--- config.mk ---
export PLATFORM = sky130hd
export DESIGN_NAME = apb_mem_slave_p
export DESIGN_NICKNAME = d
export VERILOG_FILES = /design/src/rtl/apb_mem_slave_p.sv
export SDC_FILE = /design/constraint.sdc
export NUM_CORES = 1
export LEC_CHECK = 0
export ABC_AREA = 1
export BUFFER_PORTS_ARGS = -buffer_cell sky130_fd_sc_hd__clkbuf_2
export CAP_MARGIN = 5
export CELL_PAD_IN_SITES_DETAIL_PLACEMENT = 0
export CELL_PAD_IN_SITES_GLOBAL_PLACEMENT = 2
export CORE_UTILIZATION = 48
export CTS_BUF_LIST = sky130_fd_sc_hd__clkbuf_8
export CTS_CLUSTER_DIAMETER = 150
export DETAILED_ROUTE_END_ITERATION = 10
export GPL_TIMING_DRIVEN = 0
export PLACE_DENSITY = 0.94
export REMOVE_ABC_BUFFERS = 1
export SLEW_MARGIN = 20
export SYNTH_ARGS = -nofsm -noshare
export SYNTH_HDL_FRONTEND = slang
export SYNTH_SLANG_ARGS = --single-unit
--- constraint.sdc ---
create_clock -name pclk_i -period 6.08 [get_ports pclk_i]
set_input_delay 1.216 -clock pclk_i [delete_from_list [all_inputs] [get_ports pclk_i]]
set_output_delay 1.216 -clock pclk_i [all_outputs]
set_load 0.05 [all_outputs]
--- src/rtl/apb_mem_slave_p.sv ---
// -----------------------------------------------------------------------------
// apb_mem_slave_p
//
// Parametrised APB memory slave. One instance sits behind each PSELx output
// of the APB decoder. It provides a word-addressed memory with per-byte write
// strobes, a programmable number of PREADY-low wait cycles per transfer, and
// an error response (PSLVERR) for addresses beyond the implemented depth.
// All outputs come straight from flops.
//
// Parameters
//   ADDR_WIDTH   word address width
//   DATA_WIDTH   data width, multiple of 8
//   DEPTH        implemented words, DEPTH <= 2**ADDR_WIDTH
//   WAIT_STATES  PREADY-low access cycles per transfer (0..15)
//
// Ports
//   pclk_i      in   clock, everything on the rising edge
//   preset_ni   in   asynchronous active-low reset
//   pselect_i   in   slave select
//   penable_i   in   access phase
//   pwrite_i    in   1 = write, 0 = read
//   paddr_i     in   word address
//   pwdata_i    in   write data
//   pstrb_i     in   write byte-lane enables (ignored on reads)
//   prdata_o    out  read data, valid with pready_o on a read
//   pready_o    out  transfer completes in this cycle
//   pslverr_o   out  error response, only ever high together with pready_o
// -----------------------------------------------------------------------------
module apb_mem_slave_p #(
  parameter int ADDR_WIDTH  = 7,
  parameter int DATA_WIDTH  = 8,
  parameter int DEPTH       = 128,
  parameter int WAIT_STATES = 0
) (
  input  logic                    pclk_i,
  input  logic                    preset_ni,
  input  logic                    pselect_i,
  input  logic                    penable_i,
  input  logic                    pwrite_i,
  input  logic [ADDR_WIDTH-1:0]   paddr_i,
  input  logic [DATA_WIDTH-1:0]   pwdata_i,
  input  logic [DATA_WIDTH/8-1:0] pstrb_i,
  output logic [DATA_WIDTH-1:0]   prdata_o,
  output logic                    pready_o,
  output logic                    pslverr_o
);

  localparam int LANES = DATA_WIDTH / 8;
  localparam int IDX_W = (DEPTH > 1) ? $clog2(DEPTH) : 1;

  // DEPTH fits in ADDR_WIDTH+1 bits because DEPTH <= 2**ADDR_WIDTH.
  localparam logic [ADDR_WIDTH:0] DEPTH_C = (ADDR_WIDTH + 1)'(DEPTH);

  typedef enum logic [1:0] {
    S_IDLE,
    S_WAIT,
    S_READY
  } state_e;

  state_e                  state_q, state_d;
  logic [3:0]              cnt_q, cnt_d;
  logic                    err_q, err_d;
  logic                    pready_q, pready_d;
  logic                    pslverr_q, pslverr_d;
  logic [DATA_WIDTH-1:0]   prdata_q, prdata_d;

  logic                    addr_oob;
  logic [IDX_W-1:0]        mem_idx;
  logic [DATA_WIDTH-1:0]   rd_word;
  logic                    mem_we;
  logic                    enter_ready;

  // Range check on the live address; the master keeps PADDR stable for the
  // whole transfer, so it is valid both at setup and at completion.
  assign addr_oob = ({1'b0, paddr_i} >= DEPTH_C);

  // Out-of-range addresses are steered to word 0 so the array is never
  // indexed past its end; the data is discarded in that case anyway.
  assign mem_idx = addr_oob ? '0 : paddr_i[IDX_W-1:0];

  // ---------------------------------------------------------------------------
  // Storage: one 8-bit array per byte lane so each strobe maps onto its own
  // write enable. Contents deliberately have no reset and survive preset_ni.
  // ---------------------------------------------------------------------------
  generate
    for (genvar gi = 0; gi < LANES; gi++) begin : g_lane
      logic [7:0] mem_q [DEPTH];

      always_ff @(posedge pclk_i) begin
        if (mem_we && pstrb_i[gi]) begin
          mem_q[mem_idx] <= pwdata_i[gi*8 +: 8];
        end
      end

      assign rd_word[gi*8 +: 8] = mem_q[mem_idx];
    end
  endgenerate

  // ---------------------------------------------------------------------------
  // FSM next state and registered-output next values
  // ---------------------------------------------------------------------------
  always_comb begin
    state_d     = state_q;
    cnt_d       = cnt_q;
    err_d       = err_q;
    pready_d    = 1'b0;
    pslverr_d   = 1'b0;
    prdata_d    = prdata_q;
    mem_we      = 1'b0;
    enter_ready = 1'b0;

    unique case (state_q)
      S_IDLE: begin
        // Only a genuine setup phase starts a transfer; PENABLE high
        // without a preceding setup is ignored.
        if (pselect_i && !penable_i) begin
          err_d = addr_oob;
          if (WAIT_STATES == 0) begin
            enter_ready = 1'b1;
          end else begin
            cnt_d   = 4'(WAIT_STATES);
            state_d = S_WAIT;
          end
        end
      end

      S_WAIT: begin
        if (!pselect_i) begin
          // Master abandoned the transfer.
          state_d = S_IDLE;
          cnt_d   = '0;
        end else if (penable_i) begin
          cnt_d = cnt_q - 4'd1;
          if (cnt_q == 4'd1) begin
            enter_ready = 1'b1;
          end
        end
      end

      S_READY: begin
        // PREADY is high for this single cycle only. The write commits on
        // the edge that closes it, and only if the master is still in the
        // access phase and the address was in range.
        state_d = S_IDLE;
        cnt_d   = '0;
        if (pselect_i && penable_i && pwrite_i && !err_q) begin
          mem_we = 1'b1;
        end
      end

      default: begin
        state_d = S_IDLE;
        cnt_d   = '0;
      end
    endcase

    if (enter_ready) begin
      state_d   = S_READY;
      pready_d  = 1'b1;
      pslverr_d = err_d;
      // Reads load PRDATA as READY is entered; writes leave it untouched.
      if (!pwrite_i) begin
        prdata_d = err_d ? '0 : rd_word;
      end
    end
  end

  // ---------------------------------------------------------------------------
  // State and output registers
  // ---------------------------------------------------------------------------
  always_ff @(posedge pclk_i or negedge preset_ni) begin
    if (!preset_ni) begin
      state_q   <= S_IDLE;
      cnt_q     <= '0;
      err_q     <= 1'b0;
      pready_q  <= 1'b0;
      pslverr_q <= 1'b0;
      prdata_q  <= '0;
    end else begin
      state_q   <= state_d;
      cnt_q     <= cnt_d;
      err_q     <= err_d;
      pready_q  <= pready_d;
      pslverr_q <= pslverr_d;
      prdata_q  <= prdata_d;
    end
  end

  assign pready_o  = pready_q;
  assign pslverr_o = pslverr_q;
  assign prdata_o  = prdata_q;

endmodule

==> impl_metrics.csv, run 1 <==
group,metric,value,unit
timing,post-route-period-util,0.6462,
clock_network,cts_tree,"built",
cells_and_area,fill_cells,7896,
timing,fmax,254.5,MHz
timing,fin_skew,28.75,ps
pwr,pwr-share-clk,0.380,
cells_and_area,final_core_util,0.5374,
placement,place.gp.congestion,0.7744,
cells_and_area,drive_gt1_frac,0.08376,
setup_path,cp_cell_sequence,"clkbuf_8 -> buf_16 -> buf_16 -> buf_16 -> buf_16 -> nand2_1 -> o211ai_2 -> nand2_1 -> nor2_1 -> nor2_1 -> nor2_1 -> nand2_1 -> nand2_1 -> nand2_1 -> nor2_1 -> nor2_1",
floorplanning,start_util,0.4842,
cells_and_area,post-route-cell-area,49260,um2
placement,postPlaceCellArea,46310,um2
pwr,peakVddDrop,0.2305,mV
global_route,grt_pass1_vias,26118,
timing,drv_slew,0,
logic_synthesis,yosysTopAreaCell,"edfxtp_1",
clock_network,insertion_delay,820,ps
detailed_routing,ant_nets,0,
floorplanning,pin_count,31,
detailed_routing,drt-vias-per-instance,4.965,
global_route,grt_pass1_wl,154.5,mm
setup_path,crit_path_end_kind,"flip-flop",
setup_path,startpoint_type,"input pin",
clock_network,cts_root_buffer,"clkbuf_8",
setup_path,worst_path_max_delay_cell,"buf_16",
clock_network,cts_buffer_depth,3,
logic_synthesis,synth_compound_area_frac,0.03315,
detailed_routing,dr.pass1.iters,6,
cells_and_area,syn_to_final_growth,10.99,%
clock_network,clk_pin_slew_worst_paths,50,ps
clock_network,cts-htree-levels,4,
clock_network,cts_sinks,1036,
floorplanning,die-area,93690,um2
setup_path,rrSetupSlack,2780,ps
pwr,switching_power,3.348,mW
logic_synthesis,yosys.area_share.xor_xnor,0,
global_route,grt_start_max_net_pins,128,
logic_synthesis,ys_warn_count,0,
logic_synthesis,ys_top_cells_by_area,"edfxtp_1 69%, nand2_1 8.5%, nor2_1 5.5%",
placement,pre_cts_ws,1197,ps
cells_and_area,finalNonFillerCells,5509,
detailed_routing,via_count,27350,
placement,place_inst,5211,
detailed_routing,wire_per_inst,18.46,um
logic_synthesis,synth_cell_types,27,
placement,dp_hpwl,59.64,mm
detailed_routing,drt_iter0_drc,2259,
clock_network,cts_resized,0,
status,outcome,"completed",
timing,period_minus_slack,3929,ps
logic_synthesis,synthMuxAreaShare,0,
timing,relSlewSlack,0.3834,
setup_path,crit_fanout,118,
global_route,grtUsageTotal,0.2202,
pwr,power,14.13,mW
setup_path,arrival,4630,ps
timing,finalHoldViolCount,0,
pwr,p_per_area,286.8,nW/um2
pwr,internal_power,10.78,mW
hold_path,hp-class,"input pin to asynchronous set/reset pin",
detailed_routing,wirelength,101.7,mm
pwr,p_leak,20.09,nW
floorplanning,rows,111,
timing,timing.final.ws_setup,2151,ps
timing,rsz0062_at_grt,"no",
setup_path,cp.required,6780,ps
setup_path,worstSetupPathType,"input pin to flip-flop",
cells_and_area,fin_nets,4220,
placement,port_buffers,30,
timing,fin_tns_setup,0,ps
flow_run,cap_violations,0,
pwr,p_seq_frac,0.557,
pwr,switching_share,0.2370,
logic_synthesis,syn_inst,4142,
clock_network,numCtsBuffers,172,
timing,tightest_slew,920.9,ps
global_route,grt_overflow_total,0,
pwr,combPwrFrac,0.063,
logic_synthesis,synthesis.area,44380,um2
clock_network,cts_hold_buf,0,
logic_synthesis,yosysSeqAreaShare,0.6996,
global_route,antenna_found_initial,3,
detailed_routing,remaining_drc_errors,0,
logic_synthesis,avgSynthCellArea,10.72,um2
logic_synthesis,ys_seq_elements,1036,
logic_synthesis,synth_top_family_by_area,"simple AND/OR/NAND/NOR gates",
logic_synthesis,synth_top_area_frac,0.6928,
logic_synthesis,synthAdderAreaFrac,0,
floorplanning,die_h,306.1,um
timing,holdWs,266.8,ps
logic_synthesis,synth-simple-area-share,0.1882,
timing,finalSetupViolCount,0,
clock_network,cts_setup_buffers,0,
floorplanning,die_w,306.1,um
setup_path,slowest_delay,370,ps
floorplanning,core_area,91660,um2
cells by family (layout without fill, tap and decap cells):
group                  Yosys count  in the layout
buffers and inverters          841           1021
AOI/OAI and AO/OA              208            208
DFF                           1036           1036
and+or+nand+nor               2056           2056
other                            1              2
cell usage after synthesis:
cell / n
buf_1: 4
buf_2: 98
buf_4: 19
buf_6: 19
buf_8: 1
clkbuf_1: 52
clkbuf_2: 1
clkinv_1: 1
conb_1: 1
dfrtp_1: 12
edfxtp_1: 1024
inv_1: 644
inv_2: 2
nand2_1: 1005
nand3_1: 296
nand4_1: 1
nor2_1: 651
nor2_2: 2
nor3_1: 2
nor3b_2: 1
o211ai_1: 133
o211ai_2: 13
o21ai_0: 38
o21ai_1: 24
or2_0: 27
or2_1: 16
or2_2: 55
metal layers:
| layer | wire length, um | up-vias | part of all wire | track usage |
|---|---|---|---|---|
| met4 | 2558 | 0 | 0.025 | 0.07628 |
| met5 | 0 | - | 0 | 0 |
| met2 | 48890 | 647 | 0.48 | 0.3622 |
| li1 | - | 13558 | - | - |
| met1 | 45240 | 12970 | 0.44 | 0.2999 |
| met3 | 4996 | 175 | 0.049 | 0.03283 |
power by group through the flow:
| stage | registers [mW] | clock network [mW] | logic [mW] |
|---|---|---|---|
| after floorplan | 8.06 | 0 | 0.371 |
| after global placement | 8.04 | 0 | 0.958 |
| after detailed placement | 8.02 | 0 | 0.895 |
| after CTS | 7.87 | 5.48 | 0.897 |
| after global routing | 7.87 | 5.80 | 0.976 |
| final | 7.87 | 5.37 | 0.887 |
critical path: cells and delay by family:
kind,cells,cell delay [ps]
AOI/OAI and AO/OA,1,80
buffers and inverters,5,1700
and+or+nand+nor,10,1370
placed cells by master, fill, tap and decap left out, drive strengths merged:
cell	netlist	final
conb	1	1
nand4	1	1
nand3	296	296
o211ai	146	146
clkinvlp	0	3
o21ai	62	62
buf	141	47
nor3b	1	1
nor2	653	653
nand2	1005	1005
diode	0	1
nor3	2	2
or2	98	98
edfxtp	1024	1024
inv	646	721
clkinv	1	44
dfrtp	12	12
clkbuf	53	206
flip-flops by register name, summed over array words and instances, names as in the netlist:
register	cells
g_lane.mem_q	1024
prdata_o	8
err_q	1
pready_o	1
pslverr_o	1
state_q	1
final cells by class:
type	instances	area, um2	area share
clock buffer	176	2422	0.04917
tap	1186	1484	0.03012
multi-input combinational	2265	9905	0.2011
antenna	1	2.502	0.00005080
clock inverter	121	526.8	0.01069
sequential	1036	31050	0.6303
timing repair buffer	77	1433	0.02908
inverter	647	2437	0.04948
final timing paths:
check | end | cells after the start | from
worst max-delay path | prdata_o[4]$_DFFE_PN0P_ | 16 | paddr_i[0]
worst min-delay path | pslverr_o$_DFF_PN0_ | 1 | preset_ni
worst max register to register | g_lane[0].mem_q[101][0]$_DFFE_PP_ | 4 | err_q$_DFF_PN0_
worst min register to register | state_q[1]$_DFFE_PN0P_ | 1 | state_q[1]$_DFFE_PN0P_
max in group asynchronous | prdata_o[6]$_DFFE_PN0P_ | 1 | preset_ni
min in group pclk_i | state_q[1]$_DFFE_PN0P_ | 1 | state_q[1]$_DFFE_PN0P_
Note: power is estimated with default switching activity, not from simulation.
==> run 2: changes to the inputs <==
--- a/config.mk
+++ b/config.mk
@@ -10,12 +10,12 @@
 export CAP_MARGIN = 5
 export CELL_PAD_IN_SITES_DETAIL_PLACEMENT = 0
 export CELL_PAD_IN_SITES_GLOBAL_PLACEMENT = 2
-export CORE_UTILIZATION = 48
+export CORE_UTILIZATION = 40
 export CTS_BUF_LIST = sky130_fd_sc_hd__clkbuf_8
 export CTS_CLUSTER_DIAMETER = 150
 export DETAILED_ROUTE_END_ITERATION = 10
 export GPL_TIMING_DRIVEN = 0
-export PLACE_DENSITY = 0.94
+export PLACE_DENSITY = 0.85
 export REMOVE_ABC_BUFFERS = 1
 export SLEW_MARGIN = 20
 export SYNTH_ARGS = -nofsm -noshare
==> constraint.sdc (replaced) <==
create_clock -name pclk_i -period 3.32 [get_ports pclk_i]
set_input_delay 0.664 -clock pclk_i [delete_from_list [all_inputs] [get_ports pclk_i]]
set_output_delay 0.664 -clock pclk_i [all_outputs]
set_load 0.05 [all_outputs]
==> run 2 against run 1 <==
Against the previous run: sequential power rose by 83%; critical path depth rose by 4; global-route usage fell by 1.9 points; largest power group unchanged; sequential share of layout area fell by 1.8 points; non-clock buffer count rose by 20; total power rose by 85%; cell count rose by 5.7%; core utilization fell by 7.4 points.
==> impl_metrics.csv, run 2 (synthesized netlist as in run 1, its figures left out) <==
group,metric,value,unit
detailed_routing,remaining_drc_errors,0,
setup_path,cp_common_cell,"buf_16",
global_route,grtUsageMet1,0.2798,
cells_and_area,fin_nets,4234,
clock_network,numCtsBuffers,165,
detailed_routing,dr.pass1.iters,5,
pwr,power,26.16,mW
floorplanning,die_w,335.1,um
global_route,grt_pass1_vias,26487,
floorplanning,die_h,335.1,um
clock_network,cts-htree-levels,4,
global_route,antenna_found_initial,2,
clock_network,insertion_delay,820,ps
cells_and_area,syn_to_final_growth,14.19,%
setup_path,cp_top_family,"buffers and inverters",
global_route,grt.busiest_layer,"met2",
placement,place_inst,5503,
timing,fin_skew,25.27,ps
cells_and_area,final_core_util,0.4630,
floorplanning,pin_count,31,
setup_path,worstSetupPathType,"input pin to flip-flop",
setup_path,r2r-end,"g_lane[0].mem_q[19][0]$_DFFE_PP_",
status,outcome,"completed",
detailed_routing,wire_per_inst,19.29,um
clock_network,cts_setup_buffers,0,
setup_path,path_buf_inv,9,
cells_and_area,fill_cells,9970,
setup_path,cp_cell_sequence,"clkbuf_16 -> buf_16 -> buf_16 -> buf_16 -> buf_16 -> inv_16 -> buf_16 -> buf_16 -> buf_16 -> nand2_1 -> nand3_1 -> nand2_1 -> nor2_1 -> nor2_1 -> nor2_1 -> nand2_1 -> nand2_1 -> nand3_1 -> nor2_2 -> nor2_1",
timing,fmax,309.2,MHz
global_route,grtUsageTotal,0.2014,
cells_and_area,multi_input_area,10330,um2
cells_and_area,final_common_cell,"edfxtp_1",
detailed_routing,via_count,27717,
timing,finalHoldViolCount,0,
cells_and_area,final_cell_mix,"1024 x edfxtp_1, 1002 x nand2_1, 708 x inv_1, 570 x nor2_1, 288 x nand3_1",
setup_path,worst_path_max_delay_cell,"nor2_2",
setup_path,slowest_delay,230,ps
timing,post-route-period-util,0.9740,
setup_path,r2r-start,"err_q$_DFF_PN0_",
hold_path,hp-class,"input pin to flip-flop",
floorplanning,core_area,109500,um2
cells_and_area,post-route-cell-area,50680,um2
detailed_routing,drt-vias-per-instance,4.758,
pwr,p_per_area,516.2,nW/um2
detailed_routing,ant_nets,0,
cells_and_area,drive_gt1_frac,0.1069,
cells_and_area,largest_register_ffs,1024,
setup_path,arrival,3940,ps
clock_network,cts_buffer_depth,3,
placement,port_buffers,30,
setup_path,crit_fanout,49,
setup_path,cp.required,4020,ps
setup_path,crit_path_end_kind,"flip-flop",
setup_path,rrSetupSlack,190,ps
setup_path,startpoint_type,"input pin",
placement,postPlaceCellArea,46740,um2
timing,tightest_slew,926.3,ps
setup_path,path_depth,20,
timing,fin_tns_setup,0,ps
timing,finalSetupViolCount,0,
global_route,grt_overflow_total,0,
cells_and_area,finalNonFillerCells,5825,
clock_network,cts_sinks,1036,
floorplanning,rows,121,
global_route,grt_pass1_wl,167.2,mm
placement,dp_hpwl,63.76,mm
setup_path,endpoint,"prdata_o[3]$_DFFE_PN0P_",
clock_network,clk_pin_slew_worst_paths,60,ps
floorplanning,start_util,0.4055,
pwr,peakVddDrop,0.3564,mV
timing,timing.final.ws_setup,86.25,ps
global_route,grt_use_met3,0.03205,
timing,rsz0062_at_grt,"no",
placement,pre_cts_ws,-2632,ps
timing,relSlewSlack,0.3802,
setup_path,reg2reg_depth,4,
timing,drv_slew,0,
detailed_routing,wirelength,112.3,mm
clock_network,cts_root_buffer,"clkbuf_8",
clock_network,cts_tree,"built",
flow_run,cap_violations,0,
timing,period_minus_slack,3234,ps
pwr,p_leak,20.45,nW
floorplanning,die-area,112300,um2
global_route,gr-usage-met2,0.3268,
cells_and_area,final-seq-area,31050,um2
timing,holdWs,72.30,ps
cells_and_area,regMostFlops,"g_lane.mem_q",
detailed_routing,drt_iter0_drc,2107,
global_route,grt_start_max_net_pins,97,
setup_path,critPathLaunch,"paddr_i[0]",
placement,place.gp.congestion,0.7410,
[run 2: cell types whose count changed in the layout (fill, tap and decap cells not counted), sizes merged]
| cell | previous run | this run |
|---|---|---|
| bufbuf | 0 | 12 |
| bufinv | 0 | 2 |
| dlygate4sd3 | 0 | 2 |
| buf | 47 | 50 |
| clkbuf | 206 | 203 |
| clkinvlp | 3 | 2 |
| inv | 721 | 723 |
| clkinv | 44 | 53 |
[run 2: final cells by class]
class,instances,share of cell area
Timing Repair Buffer,97,0.03975
Clock buffer,170,0.04616
Sequential cell,1036,0.6126
Clock inverter,132,0.01274
Inverter,647,0.04826
Tap cell,1476,0.03644
Antenna cell,1,0.00004937
Timing Repair inverter,1,0.0001728
Multi-Input combinational cell,2265,0.2038
[run 2: layer usage]
| layer | vias to the layer above | routed length [um] |
|---|---|---|
| met5 | - | 12 |
| met3 | 164 | 5715 |
| li1 | 13620 | - |
| met4 | 2 | 2368 |
| met2 | 653 | 53070 |
| met1 | 13278 | 51170 |
[run 2: timing repair]
item	CTS	global route
pin swaps	0	0
gates cloned	15	2
hold buffers	2	0
gates resized for setup	116	8
setup endpoints to repair	520	8
endpoints found under the hold margin	14	0
[run 2: worst register-to-register path: cells and delay by family (launching register included)]
kind	cells	cell delay [ps]
buffers and inverters	1	380
DFF	1	400
and+or+nand+nor	3	1970
[run 2: report_power, final]
part,switching (mW),internal (mW),total [mW],leakage (nW)
Combinational,1.27,0.524,1.80,9.33
Sequential,0.0351,14.4,14.4,9.34
Clock,5.00,4.94,9.94,1.78
Total,6.30,19.9,26.2,20.5
[run 2: worst min-delay path by stage]
| stage | startpoint | to | slack (ps) | cells past startpoint |
|---|---|---|---|---|
| after floorplan | preset_ni | err_q$_DFF_PN0_ | 370 | 0 |
| after global placement | state_q[1]$_DFFE_PN0P_ | state_q[1]$_DFFE_PN0P_ | 450 | 1 |
| after detailed placement | state_q[1]$_DFFE_PN0P_ | state_q[1]$_DFFE_PN0P_ | 460 | 1 |
| after CTS | pselect_i | state_q[1]$_DFFE_PN0P_ | 10 | 3 |
| after global routing | pselect_i | state_q[1]$_DFFE_PN0P_ | 50 | 3 |
| final | pselect_i | state_q[1]$_DFFE_PN0P_ | 70 | 3 |
